### src/rtl/bram_log_arbiter_pkg.sv
// bram_log_arbiter_pkg: state encodings, grant constants and defaults for the logging BRAM arbiter
package bram_log_arbiter_pkg;
  typedef enum logic [1:0] {IDLE = 2'b00, GNT0 = 2'b01, GNT1 = 2'b10} state_t;
  localparam logic [1:0] GNT_NONE = 2'b00;
  localparam logic [1:0] GNT_M0 = 2'b01;
  localparam logic [1:0] GNT_M1 = 2'b10;
  localparam int TIMEOUT_DEF = 255;
endpackage

### src/rtl/bram_arb_watchdog.sv
// bram_arb_watchdog: stalled-strobe counter that fires a one-cycle abort and a sticky flag
module bram_arb_watchdog
  import bram_log_arbiter_pkg::*;
#(
  parameter int TIMEOUT = TIMEOUT_DEF
) (
  input  logic wb_clk_i,
  input  logic reset_n,
  input  logic active,
  input  logic stb,
  input  logic ack,
  output logic fire,
  output logic flag
);
  localparam int CW = $clog2(TIMEOUT + 1);
  logic [CW-1:0] cnt;
  assign fire = active & (cnt == CW'(TIMEOUT));
  always_ff @(posedge wb_clk_i)
    if (!reset_n) begin
      cnt  <= '0;
      flag <= 1'b0;
    end else begin
      cnt  <= (!active || ack) ? '0 : (stb && cnt != CW'(TIMEOUT)) ? cnt + 1'b1 : cnt;
      flag <= flag | fire;
    end
endmodule

### src/rtl/bram_log_arbiter.sv
// bram_log_arbiter: two-master round-robin Wishbone arbiter for the shared logging BRAM
// Optional watchdog enabled by defining BRAM_ARB_TIMEOUT_EN.
module bram_log_arbiter
  import bram_log_arbiter_pkg::*;
#(
  parameter int ADR_W   = 32,
  parameter int DAT_W   = 32,
  parameter int TIMEOUT = TIMEOUT_DEF
) (
  input  logic             wb_clk_i,
  input  logic             reset_n,
  input  logic             m0_cyc_i,
  input  logic             m0_stb_i,
  input  logic             m0_we_i,
  input  logic [3:0]       m0_sel_i,
  input  logic [ADR_W-1:0] m0_adr_i,
  input  logic [DAT_W-1:0] m0_dat_i,
  output logic [DAT_W-1:0] m0_dat_o,
  output logic             m0_ack_o,
  output logic             m0_err_o,
  input  logic             m1_cyc_i,
  input  logic             m1_stb_i,
  input  logic             m1_we_i,
  input  logic [3:0]       m1_sel_i,
  input  logic [ADR_W-1:0] m1_adr_i,
  input  logic [DAT_W-1:0] m1_dat_i,
  output logic [DAT_W-1:0] m1_dat_o,
  output logic             m1_ack_o,
  output logic             m1_err_o,
  output logic             s_cyc_o,
  output logic             s_stb_o,
  output logic             s_we_o,
  output logic [3:0]       s_sel_o,
  output logic [ADR_W-1:0] s_adr_o,
  output logic [DAT_W-1:0] s_dat_o,
  input  logic [DAT_W-1:0] s_dat_i,
  input  logic             s_ack_i,
  output logic [1:0]       gnt_o,
  output logic             timeout_flag_o
);
  state_t state, state_nxt;
  logic last_m1, last_m1_nxt;
  logic g0, g1, c0, c1, abort;
  logic [1:0] lock;
  always_ff @(posedge wb_clk_i)
    if (!reset_n) begin
      state   <= IDLE;
      last_m1 <= 1'b1;
    end else begin
      state   <= state_nxt;
      last_m1 <= last_m1_nxt;
    end
  // a master aborted by the watchdog is ignored until it lets go of cyc
  assign c0 = m0_cyc_i & ~lock[0];
  assign c1 = m1_cyc_i & ~lock[1];
  always_comb begin
    state_nxt   = state;
    last_m1_nxt = last_m1;
    case (state)
      IDLE: state_nxt = (c0 && c1) ? (last_m1 ? GNT0 : GNT1) : c0 ? GNT0 : c1 ? GNT1 : IDLE;
      GNT0:
        if (!m0_cyc_i || abort) begin
          state_nxt   = IDLE;
          last_m1_nxt = 1'b0;
        end
      GNT1:
        if (!m1_cyc_i || abort) begin
          state_nxt   = IDLE;
          last_m1_nxt = 1'b1;
        end
      default: state_nxt = IDLE;
    endcase
  end
  assign g0 = state == GNT0;
  assign g1 = state == GNT1;
  assign gnt_o = g0 ? GNT_M0 : g1 ? GNT_M1 : GNT_NONE;
  assign s_cyc_o = g0 ? m0_cyc_i : g1 ? m1_cyc_i : 1'b0;
  assign s_stb_o = g0 ? m0_cyc_i & m0_stb_i : g1 ? m1_cyc_i & m1_stb_i : 1'b0;
  assign s_we_o  = g0 ? m0_we_i : g1 ? m1_we_i : 1'b0;
  assign s_sel_o = g0 ? m0_sel_i : g1 ? m1_sel_i : 4'h0;
  assign s_adr_o = g0 ? m0_adr_i : g1 ? m1_adr_i : '0;
  assign s_dat_o = g0 ? m0_dat_i : g1 ? m1_dat_i : '0;
  assign m0_dat_o = s_dat_i;
  assign m1_dat_o = s_dat_i;
  assign m0_ack_o = g0 & s_ack_i;
  assign m1_ack_o = g1 & s_ack_i;
`ifdef BRAM_ARB_TIMEOUT_EN
  bram_arb_watchdog #(.TIMEOUT(TIMEOUT)) u_wdog (
    .wb_clk_i(wb_clk_i),
    .reset_n (reset_n),
    .active  (g0 | g1),
    .stb     (s_stb_o),
    .ack     (s_ack_i),
    .fire    (abort),
    .flag    (timeout_flag_o)
  );
  always_ff @(posedge wb_clk_i)
    if (!reset_n) lock <= 2'b00;
    else lock <= {(abort & g1) | (lock[1] & m1_cyc_i), (abort & g0) | (lock[0] & m0_cyc_i)};
  assign m0_err_o = abort & g0;
  assign m1_err_o = abort & g1;
`else
  assign abort = 1'b0;
  assign lock = 2'b00;
  assign m0_err_o = 1'b0;
  assign m1_err_o = 1'b0;
  assign timeout_flag_o = 1'b0;
`endif
endmodule

### config.mk
export PLATFORM = sky130hd
export DESIGN_NAME = bram_log_arbiter
export DESIGN_NICKNAME = d
export VERILOG_FILES = /design/src/rtl/bram_log_arbiter_pkg.sv /design/src/rtl/bram_arb_watchdog.sv /design/src/rtl/bram_log_arbiter.sv
export SDC_FILE = /design/constraint.sdc
export NUM_CORES = 1
export LEC_CHECK = 0
export CORE_AREA = 10 10 116 118
export CTS_CLUSTER_SIZE = 40
export DETAILED_ROUTE_END_ITERATION = 10
export DIE_AREA = 0 0 126 128
export PLACE_DENSITY = 0.72
export SYNTH_ARGS = -nofsm -noshare
export SYNTH_HDL_FRONTEND = slang
export SYNTH_HIERARCHICAL = 1
export SYNTH_SLANG_ARGS = --single-unit
### constraint.sdc
create_clock -name wb_clk_i -period 1.7 [get_ports wb_clk_i]
set_input_delay 0.34 -clock wb_clk_i [delete_from_list [all_inputs] [get_ports wb_clk_i]]
set_output_delay 0.34 -clock wb_clk_i [all_outputs]
set_load 0.005 [all_outputs]
==> summary.txt <==
Critical path
  • Worst Setup Start Kind: flip-flop
  • Reg2Reg Setup Slack: 0.40 ns
  • CP Max Fanout: 5
  • Worst EP required: 1.36 ns
  • R2r endpoint: last_m1$_SDFFE_PN1P_
  • Setup Crit Path Kind: reg -> out
  • Setup crit end kind: output pin
  • Worst endpoint data arrival time: around 1.5 ns
  • R2R depth: 5
  • Worst r2r src: state[1]$_SDFFE_PN0P_

Clocking
  • Clock Path Buffers: 2
  • Clk slew on worst S/H paths: about 0.030 ns
  • CTS Root Cell: clkbuf_16
  • Clock latency on the worst-skew pair: approximately 0.22 ns
  • CTS Sinks: 3
  • CTS buffer count: 3
  • CTS tree: built
  • H-tree lvl count: 1

Final layout
  • Most common cell after layout, fill and taps aside: clkdlybuf4s50_1
  • Nets: 551
  • Most frequent cells in the layout: clkdlybuf4s50_1 (144), a22o_1 (69), buf_2 (66), buf_6 (33), buf_4 (13)
  • Cell Count, Final, Fillers Out: between 500 and 600
  • Number of fill cells: 1,176
  • Layout area overhead: 155.7%
  • Fraction of layout cells with a size suffix above 1: 0.3673

Run
  • Max Cap Viol: 0

Min path
  • WHS Endpoint: state[1]$_SDFFE_PN0P_
  • Hold Path Stages: 1
  • HP Class: reg -> reg
  • Hold path startpoint: last_m1$_SDFFE_PN1P_

Routing
  • Drt total wl: roughly 11,000 um
  • Via density: 4.091
  • Final ANT Viol Nets: 0
  • Avg WL per Cell: 21.69 um
  • Remaining routing DRC violations: 0
  • DRT iter0 DRCs: 97
  • Via count: 2,115
  • Detailed-router iteration count before antenna repair: 4

STA
  • Setup TNS: -3.798 ns
  • RSZ-0062 raised after global routing: yes
  • Crit share post-route: 1.089
  • # setup viols final: 59
  • WHS: 0.5215 ns
  • Final hold vios: 0
  • Clk_skew: 0.0007782 ns
  • Clock period minus worst slack: 1.852 ns
  • Worst setup margin: -0.1520 ns
  • Pins Over Slew Limit: 0
  • F_max: 539.9 MHz

Floorplan
  • DIE WIDTH: 126 um
  • Starting Density: 0.1279
  • CORE AREA: 0.01122 mm2
  • Die area: 0.01613 mm2
  • Row cnt: 39
  • Die height: 128 um
  • I/O Pins: 319

Synth
  • Seq cells post-synth: 3
  • Top cell type by total area after synthesis: a22o_1
  • Synthesized area: 0.001435 mm2
  • Syn Area/Cell: 8.154 um2
  • Sequential share of the synthesized area: 0.04185
  • Dominant cells by area after synthesis: a22o_1 (42%), buf_4 (37%), buf_6 (6.3%)
  • Synth unique cells: 19
  • Number of synthesis warnings: 6
  • Synth top area share: 0.4211
  • Mapped Cells: 176

Placed design
  • Placed cell count: 480
  • I/O Buffers: 219
  • Gpl congestion: 0.8278
  • Post-DP HPWL: between 9000 and 10,000 um

Global route
  • GRT overflow: 0
  • Largest net degree at the start of global routing: 20
  • Total track usage: 0.1253
  • Initial antenna violation count: 1
  • First-pass GRT wire length: 15,820 um
  • Number of global-route vias before repair: 2,366

Status
  • Status: finished with violations
  • Failing checks: negative setup slack

Power
  • Peak supply drop: a little over 400 uV
  • LEAKAGE: approximately 1.7 nW
  • Power per cell area: 374.9 mW/mm2
## worst max-delay path: stages, from the launching register on
cell	delay [ns]
dfxtp_2	0.32
nor2b_4	0.14
buf_8	0.13
buf_12	0.13
buf_16	0.13
buf_6	0.11
a22o_1	0.21
buf_2	0.13
## kinds of logic after synthesis
group,share of synthesized area
flip-flops,0.04185
other,0.002613
AO/OA/AOI/OAI,0.4568
buffers and inverters,0.4612
AND/OR/NAND/NOR,0.03748
## timing repair
action,in CTS,in global routing
resized for setup,336,22
gates cloned,7,2
pin swaps,34,13
buffers inserted,25,11
hold buffers,0,0
setup endpoints to repair,75,74
## synthesized netlist by cell type
cell,instances
a21bo_2,1
a221o_1,1
a22o_1,69
a311oi_1,1
and2_1,2
buf_2,7
buf_4,70
buf_6,8
conb_1,1
dfxtp_1,3
inv_1,3
nand2_1,1
nand2b_1,2
nand3_1,1
nand3b_1,1
nor2b_1,2
o2111a_1,1
o21ai_0,1
o22ai_1,1
## report_power, final
group          switching [mW]  internal, mW  total, mW
clock network          0.0676         0.310      0.377
logic                   0.290         0.629      0.918
registers             0.00452        0.0756     0.0801
## registers in the layout, summed over array words and instances (netlist names)
| signal | count |
|---|---|
| last_m1 | 1 |
| state | 2 |
## layer usage
metal	global-route usage	wire (um)
met4	0.02478	155
met2	0.2354	5970
met5	0	0
met3	0.04715	1124
met1	0.1298	3965
## through the flow
| step | cell area (um2) | power (mW) | util | worst slack (ns) |
|---|---|---|---|---|
| 2_1_floorplan | 1443 | 0.4182 | - | 0.3887 |
| 3_3_place_gp | 3416 | 0.9437 | 0.3043 | -0.2528 |
| 3_5_place_dp | 3416 | 0.9559 | 0.3043 | -0.2678 |
| 4_1_cts | 3707 | 1.395 | 0.3303 | -0.1650 |
| 5_1_grt | 3667 | 1.445 | 0.3268 | -0.1990 |
| 6_report | 3670 | 1.376 | 0.3270 | -0.1520 |
## layout make-up
cell class / instances / area, um2 / area share
Sequential cell: 3 / 62.56 / 0.01705
Tap cell: 143 / 178.9 / 0.04876
Multi-Input combinational cell: 87 / 735.7 / 0.2005
Antenna cell: 1 / 2.502 / 0.0006819
Inverter: 3 / 11.26 / 0.003069
Timing Repair Buffer: 276 / 2600 / 0.7085
Clock buffer: 4 / 78.83 / 0.02148
## how the worst max path moves through the flow
stage / from / to / slack (ns) / depth (start not counted)
final: state[1]$_SDFFE_PN0P_ / s_dat_o[3] / -0.15 / 7
after global routing: state[1]$_SDFFE_PN0P_ / s_dat_o[3] / -0.20 / 7
after CTS: state[1]$_SDFFE_PN0P_ / s_adr_o[9] / -0.17 / 7
after detailed placement: m0_cyc_i / s_stb_o / -0.27 / 4
after global placement: m0_cyc_i / s_stb_o / -0.25 / 4
after floorplan: state[1]$_SDFFE_PN0P_ / s_adr_o[0] / 0.39 / 4
Note: power is estimated with default switching activity, not from simulation.
